[src/rtl/nx_mesh_sequencer_if.sv]
// Control/mesh-facing bundle for the evaluation-cycle sequencer.
// master: host/mesh side that drives requests and idles; slave: the sequencer.
interface nx_mesh_sequencer_if #(
  parameter int unsigned COLUMNS     = 3,
  parameter int unsigned CYCLE_WIDTH = 24
);
  logic                   i_enable;
  logic                   i_step;
  logic                   i_clear;
  logic [CYCLE_WIDTH-1:0] i_limit;
  logic [COLUMNS-1:0]     i_node_idle;
  logic                   i_agg_idle;
  logic [COLUMNS-1:0]     o_trigger;
  logic                   o_active;
  logic                   o_done;
  logic [CYCLE_WIDTH-1:0] o_cycle;

  modport master (
    output i_enable, i_step, i_clear, i_limit, i_node_idle, i_agg_idle,
    input  o_trigger, o_active, o_done, o_cycle
  );

  modport slave (
    input  i_enable, i_step, i_clear, i_limit, i_node_idle, i_agg_idle,
    output o_trigger, o_active, o_done, o_cycle
  );
endinterface

[src/rtl/nx_mesh_sequencer.sv]
// Evaluation-cycle sequencer: waits for the mesh to drain (settled idle), fires a one-cycle
// trigger to every column, blanks the stale registered idles, and counts issued triggers.
// Supports free-run, bounded-run (cycle limit) and single-step operation.
module nx_mesh_sequencer #(
  parameter int unsigned COLUMNS     = 3,
  parameter int unsigned CYCLE_WIDTH = 24,
  parameter int unsigned SETTLE      = 2,
  parameter int unsigned BLANK       = 2
) (
  input  logic               i_clk,
  input  logic               i_rst,
  nx_mesh_sequencer_if.slave bus
);

  localparam int unsigned SettleW = (SETTLE > 1) ? $clog2(SETTLE) : 1;
  localparam int unsigned BlankW  = (BLANK > 1) ? $clog2(BLANK) : 1;
  localparam logic [SettleW-1:0] SettleLast = SettleW'(SETTLE - 1);
  localparam logic [BlankW-1:0]  BlankLast  = BlankW'(BLANK - 1);

  typedef enum logic [2:0] {
    StStopped,
    StWait,
    StTrigger,
    StBlank,
    StDone
  } state_e;

  state_e                 state_q, state_d;
  logic [SettleW-1:0]     settle_q, settle_d;
  logic [BlankW-1:0]      blank_q, blank_d;
  logic                   step_pending_q, step_pending_d;
  logic [CYCLE_WIDTH-1:0] cycle_q, cycle_d;

  logic all_idle;
  logic limit_hit;

  assign all_idle  = (&bus.i_node_idle) & bus.i_agg_idle;
  assign limit_hit = (bus.i_limit != '0) && (cycle_q >= bus.i_limit);

  // Next-state and counter updates.
  always_comb begin
    state_d        = state_q;
    settle_d       = settle_q;
    blank_d        = blank_q;
    step_pending_d = step_pending_q;
    cycle_d        = cycle_q;
    case (state_q)
      StStopped: begin
        settle_d = '0;
        if (bus.i_clear) cycle_d = '0;
        if (bus.i_step) step_pending_d = 1'b1;
        if (bus.i_enable || bus.i_step) state_d = StWait;
      end
      StWait: begin
        if (!all_idle) begin
          settle_d = '0;
        end else if (settle_q == SettleLast) begin
          settle_d = '0;
          if (limit_hit) begin
            state_d = StDone;
          end else if (!bus.i_enable && !step_pending_q) begin
            state_d = StStopped;
          end else begin
            state_d = StTrigger;
          end
        end else begin
          settle_d = settle_q + 1'b1;
        end
      end
      StTrigger: begin
        step_pending_d = 1'b0;
        if (cycle_q != '1) cycle_d = cycle_q + 1'b1;
        blank_d = '0;
        state_d = StBlank;
      end
      StBlank: begin
        // Registered idles still reflect the pre-trigger mesh; ignore them here.
        if (blank_q == BlankLast) begin
          blank_d  = '0;
          settle_d = '0;
          state_d  = StWait;
        end else begin
          blank_d = blank_q + 1'b1;
        end
      end
      StDone: begin
        if (!bus.i_enable) state_d = StStopped;
      end
      default: state_d = StStopped;
    endcase
  end

  // State register with synchronous reset.
  always_ff @(posedge i_clk) begin
    if (i_rst) begin
      state_q        <= StStopped;
      settle_q       <= '0;
      blank_q        <= '0;
      step_pending_q <= 1'b0;
      cycle_q        <= '0;
    end else begin
      state_q        <= state_d;
      settle_q       <= settle_d;
      blank_q        <= blank_d;
      step_pending_q <= step_pending_d;
      cycle_q        <= cycle_d;
    end
  end

  // Outputs decode from state/registers only; no input-to-output path.
  assign bus.o_trigger = {COLUMNS{state_q == StTrigger}};
  assign bus.o_active  = (state_q == StWait) || (state_q == StTrigger) || (state_q == StBlank);
  assign bus.o_done    = (state_q == StDone);
  assign bus.o_cycle   = cycle_q;

endmodule
[src/flat_wrapper.sv]
// flat-port wrapper written by rule: the top's interface ports become plain ports
module nx_mesh_sequencer_flat 
#(
  parameter int unsigned COLUMNS     = 3,
  parameter int unsigned CYCLE_WIDTH = 24,
  parameter int unsigned SETTLE      = 2,
  parameter int unsigned BLANK       = 2
)
  (i_clk, i_rst, bus_i_enable, bus_i_step, bus_i_clear, bus_i_limit, bus_i_node_idle, bus_i_agg_idle, bus_o_trigger, bus_o_active, bus_o_done, bus_o_cycle);
  nx_mesh_sequencer_if #(.COLUMNS(COLUMNS), .CYCLE_WIDTH(CYCLE_WIDTH)) bus_i ();
  input  logic i_clk;
  input  logic i_rst;
  input wire logic [$bits(bus_i.i_enable)-1:0] bus_i_enable;
  input wire logic [$bits(bus_i.i_step)-1:0] bus_i_step;
  input wire logic [$bits(bus_i.i_clear)-1:0] bus_i_clear;
  input wire logic [$bits(bus_i.i_limit)-1:0] bus_i_limit;
  input wire logic [$bits(bus_i.i_node_idle)-1:0] bus_i_node_idle;
  input wire logic [$bits(bus_i.i_agg_idle)-1:0] bus_i_agg_idle;
  output wire logic [$bits(bus_i.o_trigger)-1:0] bus_o_trigger;
  output wire logic [$bits(bus_i.o_active)-1:0] bus_o_active;
  output wire logic [$bits(bus_i.o_done)-1:0] bus_o_done;
  output wire logic [$bits(bus_i.o_cycle)-1:0] bus_o_cycle;
  assign bus_i.i_enable = bus_i_enable;
  assign bus_i.i_step = bus_i_step;
  assign bus_i.i_clear = bus_i_clear;
  assign bus_i.i_limit = bus_i_limit;
  assign bus_i.i_node_idle = bus_i_node_idle;
  assign bus_i.i_agg_idle = bus_i_agg_idle;
  assign bus_o_trigger = bus_i.o_trigger;
  assign bus_o_active = bus_i.o_active;
  assign bus_o_done = bus_i.o_done;
  assign bus_o_cycle = bus_i.o_cycle;
  nx_mesh_sequencer #(.COLUMNS(COLUMNS), .CYCLE_WIDTH(CYCLE_WIDTH), .SETTLE(SETTLE), .BLANK(BLANK)) u_core (.i_clk(i_clk), .i_rst(i_rst), .bus(bus_i));
endmodule
[config.mk]
export PLATFORM = sky130hd
export DESIGN_NAME = nx_mesh_sequencer_flat
export DESIGN_NICKNAME = d
export VERILOG_FILES = /design/src/rtl/nx_mesh_sequencer_if.sv /design/src/rtl/nx_mesh_sequencer.sv /design/src/flat_wrapper.sv
export SDC_FILE = /design/constraint.sdc
export NUM_CORES = 1
export LEC_CHECK = 0
export CAP_MARGIN = 20
export CORE_AREA = 3 3 84 86
export DETAILED_ROUTE_END_ITERATION = 7
export DIE_AREA = 0 0 87 89
export GPL_ROUTABILITY_DRIVEN = 0
export PLACE_DENSITY = 0.61
export SLEW_MARGIN = 20
export SYNTH_ARGS = -nofsm -noshare
export SYNTH_HDL_FRONTEND = slang
export SYNTH_SLANG_ARGS = --single-unit
[constraint.sdc]
create_clock -name i_clk -period 3.17 [get_ports i_clk]
set_clock_uncertainty 0.1 [all_clocks]
set_input_delay 0.4755 -clock i_clk [delete_from_list [all_inputs] [get_ports i_clk]]
set_output_delay 0.4755 -clock i_clk [all_outputs]
set_load 0.01 [all_outputs]
# Word level (Yosys, flattened, before mapping)
# Index checks and enable logic that the tools add are counted.
# totals
elab_cells,59
in_bits,33
reg_bits,30
# op_classes
reduce_logical,17
order_cmp,1
add_sub_neg,3
muxes,19
eq_ne,13
n_bitwise,1
# op_table
operator,n
$mux W24,2
$pmux W24 S2,1
$add A24 B1 Y24 const B,1
$ge A24 B24 Y1,1
$ne A24 B24 Y1 const B,1
$reduce_bool A24 Y1,1
$mux W3,6
$pmux W3 S5,1
$ne A2 B1 Y1 const B,5
$eq A3 B2 Y1 const B,2
$ne A2 B2 Y1 const B,3
$reduce_and A3 Y1,2
$mux W1,5
$reduce_and A5 Y1,1
$pmux W1 S2,2
$reduce_and A2 Y1,2
$reduce_bool A2 Y1,2
$eq A3 B1 Y1 const B,1
$eq A3 B3 Y1 const B,1
$logic_not A3 Y1,1
$logic_or A1 B1 Y1,3
$pmux W1 S3,1
$reduce_bool A3 Y1,1
$add A1 B1 Y1 const B,2
4 further kinds,6

# Logic depth before layout (Yosys ltp)
# Gate-level depths: netlist of the first run.
# logic_depth
ltp_word,7
mapped_depth,8
ltp_nobuf,8

# Least setup slack after synthesis of the first run
# Ideal clock, no wire load.
# synth_path
path_type,register to register
start,"register u_core.cycle_q[16], in the netlist u_core.bus.o_cycle[16]"
end,"register u_core.cycle_q[13], in the netlist u_core.bus.o_cycle[13]"
setup_time_ps,128
t_arrival_ps,1881
stages_incl_launch_ff,8
setup_slack_ps,1061
cell_sequence,dfxtp_1 -> nand4_2 -> or4_4 -> o31ai_4 -> buf_6 -> nor3_1 -> xnor2_1 -> nor2_1
# synth_via
elab_chain_len,3
# synth_rtl
element,line,rtl
"start, declared",nx_mesh_sequencer.sv:32,"logic [CYCLE_WIDTH-1:0] cycle_q, cycle_d;"
"start signal, assigned",nx_mesh_sequencer.sv:106,cycle_q <= cycle_d;
$ne A24 B24 Y1,nx_mesh_sequencer.sv:72,if (cycle_q != '1) cycle_d = cycle_q + 1'b1;
$ne A2 B1 Y1 (no line),--,
$reduce_and A3 Y1 (no line),--,
# Every way passes these cells.
# A chain may end at the register's enable or synchronous reset.

# Final worst setup path of the first run
# layout_path
start,input bus_i_clear
end,"register u_core.cycle_q[17], in the netlist u_core.bus.o_cycle[17]"
# layout_via
elab_chain_len,2
# layout_rtl
element,line,rtl
"start, declared",flat_wrapper.sv:15,input wire logic [$bits(bus_i.i_clear)-1:0] bus_i_clear;
$ne A2 B2 Y1 (no line),--,
$reduce_and A3 Y1 (no line),--,
# Every way passes these cells.

==> flow_summary.toml, run 1 <==
[floorplanning]
ios = 62
core_area_um2 = 6350
initial_core_util = 0.350
die_y_um = 89
rows = 29
dieArea_um2 = 7740
die_w_um = 87

[timing]
clock.fmax_mhz = 400
drv_slew = 0
worstMarginPinSlew_ns = 0.634
setup-violations-final = 0
tns_ns = 0
min_period_ns = 2.50
holdWs_ns = 0.396
period_share = 0.788
rsz0062_at_grt = "false"
slew_headroom = 0.574
finalWorstSetupSlack_ns = 0.672
final-hold-violation-count = 0

[synthesis]
synth_most_common_cell = "nor2_1"
synth_simple_gate_area_share = 0.316
synthDominantCellAreaShare = 0.271
ys_async_sr_fraction = 0
synth_top_flop_cell = "dfxtp_1"
synthesis.area_um2 = 2220
synth_area_leader_cell = "dfxtp_1"
synth_fp_nets = 340
yosysWarnings = 0
synth_edf_count = 0
yosysSeqAreaShare = 0.271
synth-compound-area-share = 0.128
yosys.area_share.adder = 0.141
syn_inst = 282
synth_cell_type_count = 44
ys_seq_elements = 30
synth_top_family_by_area = "simple AND/OR/NAND/NOR gates"
yosys-top-cells-count = "nor2_1, dfxtp_1, inv_1"
synth_xor_xnor_area_share = 0.0710
avgSynthCellArea_um2 = 7.87
muxShareOfSynthArea = 0
yosys-top-cells-area = "dfxtp_1, ha_1, nor2_1"

[run_status]
status = "complete, no violations"

[global_routing]
antenna_found_initial = 0
grt_pass1_wl_um = 10100
grt_max_degree = 24
grt_pass1_vias = 2111
track_usage = 0.163
overflow = 0

[setup_path]
crit_fanout = 8
reg2reg_slack_ns = 0.74
arrival_ns = 2.55
cp.required_ns = 3.22
startpoint_type = "input port"
crit_chain = "clkdlybuf4s50_1 > nor4b_2 > or4_4 > o31ai_4 > buf_4 > nor3_2 > xnor2_1 > nor2_1"
regToRegStartpoint = "u_core.bus.o_cycle[15]"
crit_type = "input port to register"
crit_path_end_kind = "register"
path_buf_inv = 2
reg2reg_depth = 7
crit_family = "simple AND/OR/NAND/NOR gates"
cpPeakStageDelay_ns = 0.57
r2r-end = "u_core.bus.o_cycle[17]"
worst_path_max_delay_cell = "or4_4"

[power]
p_leak_nw = 1.12
ir_drop_v = 0.000155
p_per_area_nw_per_um2 = 270

[layout]
final_layout_size_suffix_gt1_frac = 0.0614
antennaDiodeCount = 0
finish.instance_area_um2 = 2970
layout.cells.non_filler = 419
syn_to_final_growth_pct = 34.0
layout.nets = 399

[min_path]
hold_depth = 1
hold_path_class = "register to register"
hold_start = "u_core.settle_q"
whs_endpoint = "u_core.settle_q"

[cts]
cts_hold_buf = 0
cts_setup_buffers = 0
cts_tree = "done"
cts_num_sinks = 30
cts-root-buf = "clkbuf_8"
cts_buffer_depth = 2
cts_made_buffers = 5
insertion_delay_ns = 0.28
cts_resized = 0
cts.htree.levels = 2
clk_pin_slew_ns = 0.06

[placed_design]
hpwlAfterDp_um = 4770
io_buffers = 61
place_area_um2 = 2880
pre_cts_ws_ns = 0.391
dp_cells = 411

[job]
maxCapViolCount = 0

[drt]
wl_per_cell_um = 14.2
ant_nets = 0
firstDrtPassIters = 4
dr_total_vias = 2180
avgViaCountPerCell = 5.20
drc = 0
drt_iter0_markers = 88
wl_um = 5930
registers in the layout (all words and copies together), names as in the netlist:
name                   count
u_core.step_pending_q      1
u_core.bus.o_cycle        24
u_core.settle_q            1
u_core.state_q             3
u_core.blank_q             1
metal layers:
layer | wire (µm) | track usage | share of wire | vias up
met5 | 0 | 0 | 0 | -
met4 | 48 | 0.0425 | 0.0081 | 0
met3 | 227 | 0.0286 | 0.038 | 4
met2 | 2780 | 0.267 | 0.47 | 37
met1 | 2880 | 0.223 | 0.48 | 1017
li1 | - | - | - | 1122
area by class of cell:
type / count / area (µm²)
Clock inverter: 1 / 5.00
Fill cell: 636 / 3380
Multi-Input combinational cell: 213 / 1460
Clock buffer: 7 / 86.3
Tap cell: 77 / 96.3
Inverter: 28 / 105
Timing Repair Buffer: 63 / 626
Sequential cell: 30 / 601
power breakdown:
group          internal [mW]  switching [mW]
clock                  0.175           0.144
combinational         0.0560          0.0435
sequential             0.379         0.00446
total                  0.610           0.192
cells in the final DEF (no fill, tap or decap), types with 3 or more instances in the layout:
| cell | instances |
|---|---|
| a211oi_1 | 4 |
| nor3_1 | 8 |
| ha_1 | 25 |
| and2_1 | 3 |
| clkdlybuf4s50_1 | 61 |
| nor3b_1 | 4 |
| xnor2_1 | 12 |
| nand3_1 | 7 |
| and3_1 | 3 |
| inv_1 | 28 |
| nand2_1 | 19 |
| a21oi_1 | 19 |
| nor3_2 | 4 |
| o21ai_0 | 7 |
| nand4_1 | 13 |
| clkbuf_8 | 6 |
| xor2_1 | 6 |
| nor2_1 | 35 |
| nor4_1 | 11 |
| o21ai_1 | 3 |
| or3_1 | 6 |
| dfxtp_1 | 30 |
metrics by stage:
step / utilization / total power [mW]
floorplan: - / 0.435
global route: 0.468 / 0.842
finish: 0.468 / 0.803
detailed placement: 0.454 / 0.493
CTS: 0.468 / 0.812
global placement: 0.454 / 0.491
cells by family after synthesis:
kind of cell             after synthesis
XOR/XNOR                              18
AO/OA/AOI/OAI                         45
adder cells (fa/ha/maj)               25
buffers and inverters                 39
flip-flops                            30
AND/OR/NAND/NOR                      125
how the worst max path moves through the flow:
stage | start | endpoint | slack (ns) | cells after the start
2_1_floorplan | u_core.bus.o_cycle[16] | u_core.bus.o_cycle[13] | 1.06 | 7
3_3_place_gp | bus_i_clear | u_core.bus.o_cycle[23] | 0.43 | 8
3_5_place_dp | bus_i_clear | u_core.bus.o_cycle[17] | 0.39 | 8
4_1_cts | u_core.state_q[2] | bus_o_trigger[1] | 0.63 | 4
5_1_grt | bus_i_clear | u_core.bus.o_cycle[17] | 0.51 | 8
6_report | bus_i_clear | u_core.bus.o_cycle[17] | 0.67 | 8
(Power assumes the default switching activity.)
==> run 2, diff against run 1 <==
--- a/config.mk
+++ b/config.mk
@@ -10,7 +10,7 @@
 export DETAILED_ROUTE_END_ITERATION = 7
 export DIE_AREA = 0 0 87 89
 export GPL_ROUTABILITY_DRIVEN = 0
-export PLACE_DENSITY = 0.61
+export PLACE_DENSITY = 0.64
 export SLEW_MARGIN = 20
 export SYNTH_ARGS = -nofsm -noshare
 export SYNTH_HDL_FRONTEND = slang
==> constraint.sdc (replaced) <==
create_clock -name i_clk -period 2 [get_ports i_clk]
set_clock_uncertainty 0.1 [all_clocks]
set_input_delay 0.3 -clock i_clk [delete_from_list [all_inputs] [get_ports i_clk]]
set_output_delay 0.3 -clock i_clk [all_outputs]
set_load 0.01 [all_outputs]
==> run 2 against run 1 <==
  * First-iteration DRC count up 10%
  * Setup slack worse by 0.66 ns
  * Count of clock-buffer cells in the layout unchanged
  * Sequential cell count did not move
  * Routed wire length up 19%
  * Register-to-register slack lost 0.72 ns
  * Core utilization up 12 points
  * Die area did not move
  * Clock power grew 62%
  * Critical endpoint unchanged
  * Largest power group unchanged
==> flow_summary.toml, run 2 (same netlist as run 1, synthesis figures left out) <==
[cts]
insertion_delay_ns = 0.29
cts_hold_buf = 0
cts.htree.levels = 2
cts_tree = "done"
clk_pin_slew_ns = 0.06
cts_num_sinks = 30
cts_buffer_depth = 2
cts_made_buffers = 5
cts-root-buf = "clkbuf_8"

[placed_design]
dp_cells = 461
hpwlAfterDp_um = 5290
place_area_um2 = 3300
pre_cts_ws_ns = -0.423
io_buffers = 61

[floorplanning]
die_w_um = 87
dieArea_um2 = 7740
core_area_um2 = 6350
die_y_um = 89
ios = 62
rows = 29
initial_core_util = 0.350

[min_path]
hold_path_class = "register to register"
hold_start = "u_core.settle_q"

[layout]
mostFrequentLayoutCell = "buf_4"
largest_register_ffs = 24
finish.instance_area_um2 = 3730
layout_common_cells = "buf_4, clkdlybuf4s50_1, nor2_1"
syn_to_final_growth_pct = 67.9
layout.cells.non_filler = 472
final_layout_size_suffix_gt1_frac = 0.311
layout.nets = 452
antennaDiodeCount = 0

[global_routing]
overflow = 0
grt_pass1_wl_um = 10900
grt_max_degree = 24
track_usage = 0.181
grt_pass1_vias = 2322
antenna_found_initial = 0

[timing]
tns_ns = 0
period_share = 0.992
drv_slew = 0
final-hold-violation-count = 0
min_period_ns = 1.98
rsz0062_at_grt = "true"
slew_headroom = 0.705
clock.fmax_mhz = 504
setup-violations-final = 0
finalWorstSetupSlack_ns = 0.0170
worstMarginPinSlew_ns = 0.438

[drt]
dr_total_vias = 2444
firstDrtPassIters = 4
wl_um = 7090
wl_per_cell_um = 15.0
drc = 0
drt_iter0_markers = 97
ant_nets = 0
avgViaCountPerCell = 5.18

[setup_path]
crit_type = "register to register"
crit_fanout = 7
crit_start = "u_core.bus.o_cycle[17]"
crit_path_end_kind = "register"
regToRegStartpoint = "u_core.bus.o_cycle[17]"
arrival_ns = 2.07
startpoint_type = "register"
cp.required_ns = 2.08

[power]
power.total_mw = 1.32
p_per_area_nw_per_um2 = 355
ir_drop_v = 0.000254
p_leak_nw = 1.56

[job]
maxCapViolCount = 0

[run_status]
status = "complete, no violations"
-- run 2: cell types whose count changed in the layout (fill, tap and decap cells not counted), sizes merged --
cell,delta
dlymetal6s2s,+6
clkbuf,+1
buf,+52
dlygate4sd2,+8
clkdlybuf4s50,-14
-- run 2: worst max-delay path, cell delays in order (launching register included) --
cell     delay [ns]
dfxtp_4        0.38
nand4_4        0.11
or4_4          0.56
o31ai_4        0.30
buf_12         0.18
nor3_2         0.05
xnor2_1        0.14
nor2_1         0.05
-- run 2: final timing paths --
check,to,slack [ns],cells past startpoint
setup / recovery,u_core.bus.o_cycle[17],0.02,7
hold / removal,u_core.settle_q,0.39,1
hold reg to reg,u_core.settle_q,0.39,1
setup reg to reg,u_core.bus.o_cycle[17],0.02,7
-- run 2: final cells by class --
class,count,area (µm²)
flip-flops and latches,30,629
fillers,554,2620
multi-input cells,213,1730
well taps,77,96.3
clock buffers,7,86.3
inverters,28,105
clock inverters,1,5.00
repair buffers,116,1070
-- run 2: repair_timing --
action	4_1_cts	5_1_grt
gates cloned	1	0
pin swaps	10	18
endpoints found under the setup margin	16	25
gates resized for setup	19	53
buffers inserted	0	2
-- run 2: per-layer routing --
metal	track usage	routed length, µm
met1	0.237	3110
met2	0.291	3510
met3	0.0350	346
met4	0.0779	122
met5	0	0
-- run 2: where the power goes --
group,switching (mW),internal (mW),total (mW)
sequential,0.00372,0.597,0.601
combinational,0.0912,0.114,0.206
clock,0.238,0.277,0.516
-- run 2: metrics by stage --
step / util / hold slack (ns)
floorplan: - / 0.336
global placement: 0.520 / 0.379
detailed placement: 0.520 / 0.381
CTS: 0.546 / 0.392
global route: 0.587 / 0.448
finish: 0.587 / 0.394
==> run 3, diff against run 2 <==
==> constraint.sdc (replaced) <==
create_clock -name i_clk -period 2 [get_ports i_clk]
set_clock_uncertainty 0.1 [all_clocks]
set_input_delay 0.2 -clock i_clk [delete_from_list [all_inputs] [get_ports i_clk]]
set_output_delay 0.2 -clock i_clk [all_outputs]
set_load 0.01 [all_outputs]
==> run 3 against run 2 <==
  * The run now ends with negative setup slack left
  * Routed wire length down 7.6%
  * Count of clock-buffer cells in the layout down 1
  * Largest cell class unchanged
  * Non-clock buffer count up 1
  * First-iteration DRC count down 9.3%
==> flow_summary.toml, run 3 (same netlist as run 1, synthesis figures left out) <==
[run_status]
status = "complete, but fails checks"
violations = "negative setup slack"

[timing]
final-hold-violation-count = 0
drv_slew = 0
period_share = 1.00
setup-violations-final = 1
tns_ns = -0.00287
worstMarginPinSlew_ns = 0.419
min_period_ns = 2.00
slew_headroom = 0.718
finalWorstSetupSlack_ns = -0.00287
rsz0062_at_grt = "true"
clock.fmax_mhz = 499

[drt]
wl_um = 6550
drt_iter0_markers = 88
ant_nets = 0
drc = 0
firstDrtPassIters = 4
wl_per_cell_um = 13.9
avgViaCountPerCell = 5.09
dr_total_vias = 2406

[power]
comb_power_share = 0.146
p_int_mw = 0.984
p_sw_frac = 0.254
p_leak_nw = 1.50
seq_power_share = 0.455
p_per_area_nw_per_um2 = 370
pwr-share-clk = 0.399
ir_drop_v = 0.000226
p_sw_mw = 0.335

[cts]
cts_buffer_depth = 2
cts.htree.levels = 2
cts_made_buffers = 5
insertion_delay_ns = 0.29
cts_tree = "done"
cts_hold_buf = 0
cts-root-buf = "clkbuf_8"
clk_pin_slew_ns = 0.07
cts_num_sinks = 30

[layout]
largest_register_ffs = 24
antennaDiodeCount = 0
layout.nets = 453
final_layout_size_suffix_gt1_frac = 0.265
layout_common_cells = "clkdlybuf4s50_1, buf_4, nor2_1"
mostFrequentLayoutCell = "clkdlybuf4s50_1"
syn_to_final_growth_pct = 60.5

[setup_path]
crit_family = "simple AND/OR/NAND/NOR gates"
crit_path_end_kind = "register"
crit_chain = "nand3_1 > or4_4 > o31ai_4 > buf_12 > nor3_4 > xnor2_1 > nor2_1"
crit_fanout = 7
arrival_ns = 2.08
startpoint_type = "register"
cp.required_ns = 2.07
path_buf_inv = 1
cpPeakStageDelay_ns = 0.47
crit_type = "register to register"
worst_path_max_delay_cell = "or4_4"

[min_path]
hold_path_class = "register to register"

[floorplanning]
ios = 62
initial_core_util = 0.350
die_y_um = 89
core_area_um2 = 6350
die_w_um = 87
rows = 29
dieArea_um2 = 7740

[global_routing]
grt_pass1_vias = 2338
overflow = 0
antenna_found_initial = 0
track_usage = 0.175
grt_max_degree = 24
grt_pass1_wl_um = 10800

[placed_design]
pre_cts_ws_ns = -0.356
io_buffers = 61
hpwlAfterDp_um = 5230

[job]
maxCapViolCount = 0
## run 3: cell count changes in the layout (fill, tap and decap cells not counted), moves of 3 or more
cell,previous run,this run
clkdlybuf4s50_1,47,57
dlygate4sd2_1,8,3
dlymetal6s2s_1,6,1
ha_1,16,24
ha_4,9,1
o21ai_0,4,7
## run 3: final timing paths
kind / start / end / slack, ns / depth (start not counted)
setup / recovery: u_core.bus.o_cycle[14] / u_core.bus.o_cycle[13] / -0.003 / 7
hold / removal: u_core.settle_q / u_core.settle_q / 0.40 / 1
setup reg to reg: u_core.bus.o_cycle[14] / u_core.bus.o_cycle[13] / -0.003 / 7
hold reg to reg: u_core.settle_q / u_core.settle_q / 0.40 / 1
## run 3: stage by stage
step            util  total power [mW]  std cells  hold WS [ns]  area (µm²)
2_1_floorplan      -             0.689        282         0.236        2240
3_3_place_gp   0.519             0.803        460         0.374        3290
5_1_grt        0.561              1.38        473         0.430        3560
6_report       0.561              1.32        473         0.401        3560
3_5_place_dp   0.519             0.804        460         0.387        3290
4_1_cts        0.535              1.32        468         0.396        3400
## run 3: routing by layer
layer,routed length (µm),global-route usage
met3,278,0.0341
met5,0,0
met1,3040,0.227
met4,125,0.0609
met2,3110,0.291
## run 3: cell type report
type	instances	area [µm²]
Clock buffer	6	82.6
Clock inverter	2	12.5
Fill cell	575	2790
Inverter	28	105
Multi-Input combinational cell	213	1560
Sequential cell	30	627
Tap cell	77	96.3
Timing Repair Buffer	117	1080
## run 3: repair_timing
item	4_1_cts	5_1_grt
gates cloned	0	1
resized for setup	5	30
buffers inserted	0	4
setup endpoints to repair	6	25
hold endpoints to repair	0	0
pin swaps	0	7
## run 3: power groups by stage
stage	registers, mW	logic (mW)	clock network [mW]
after floorplan	0.617	0.0715	0
after global placement	0.617	0.186	0
after detailed placement	0.617	0.187	0
after CTS	0.604	0.189	0.530
after global routing	0.600	0.211	0.574
final	0.600	0.192	0.526
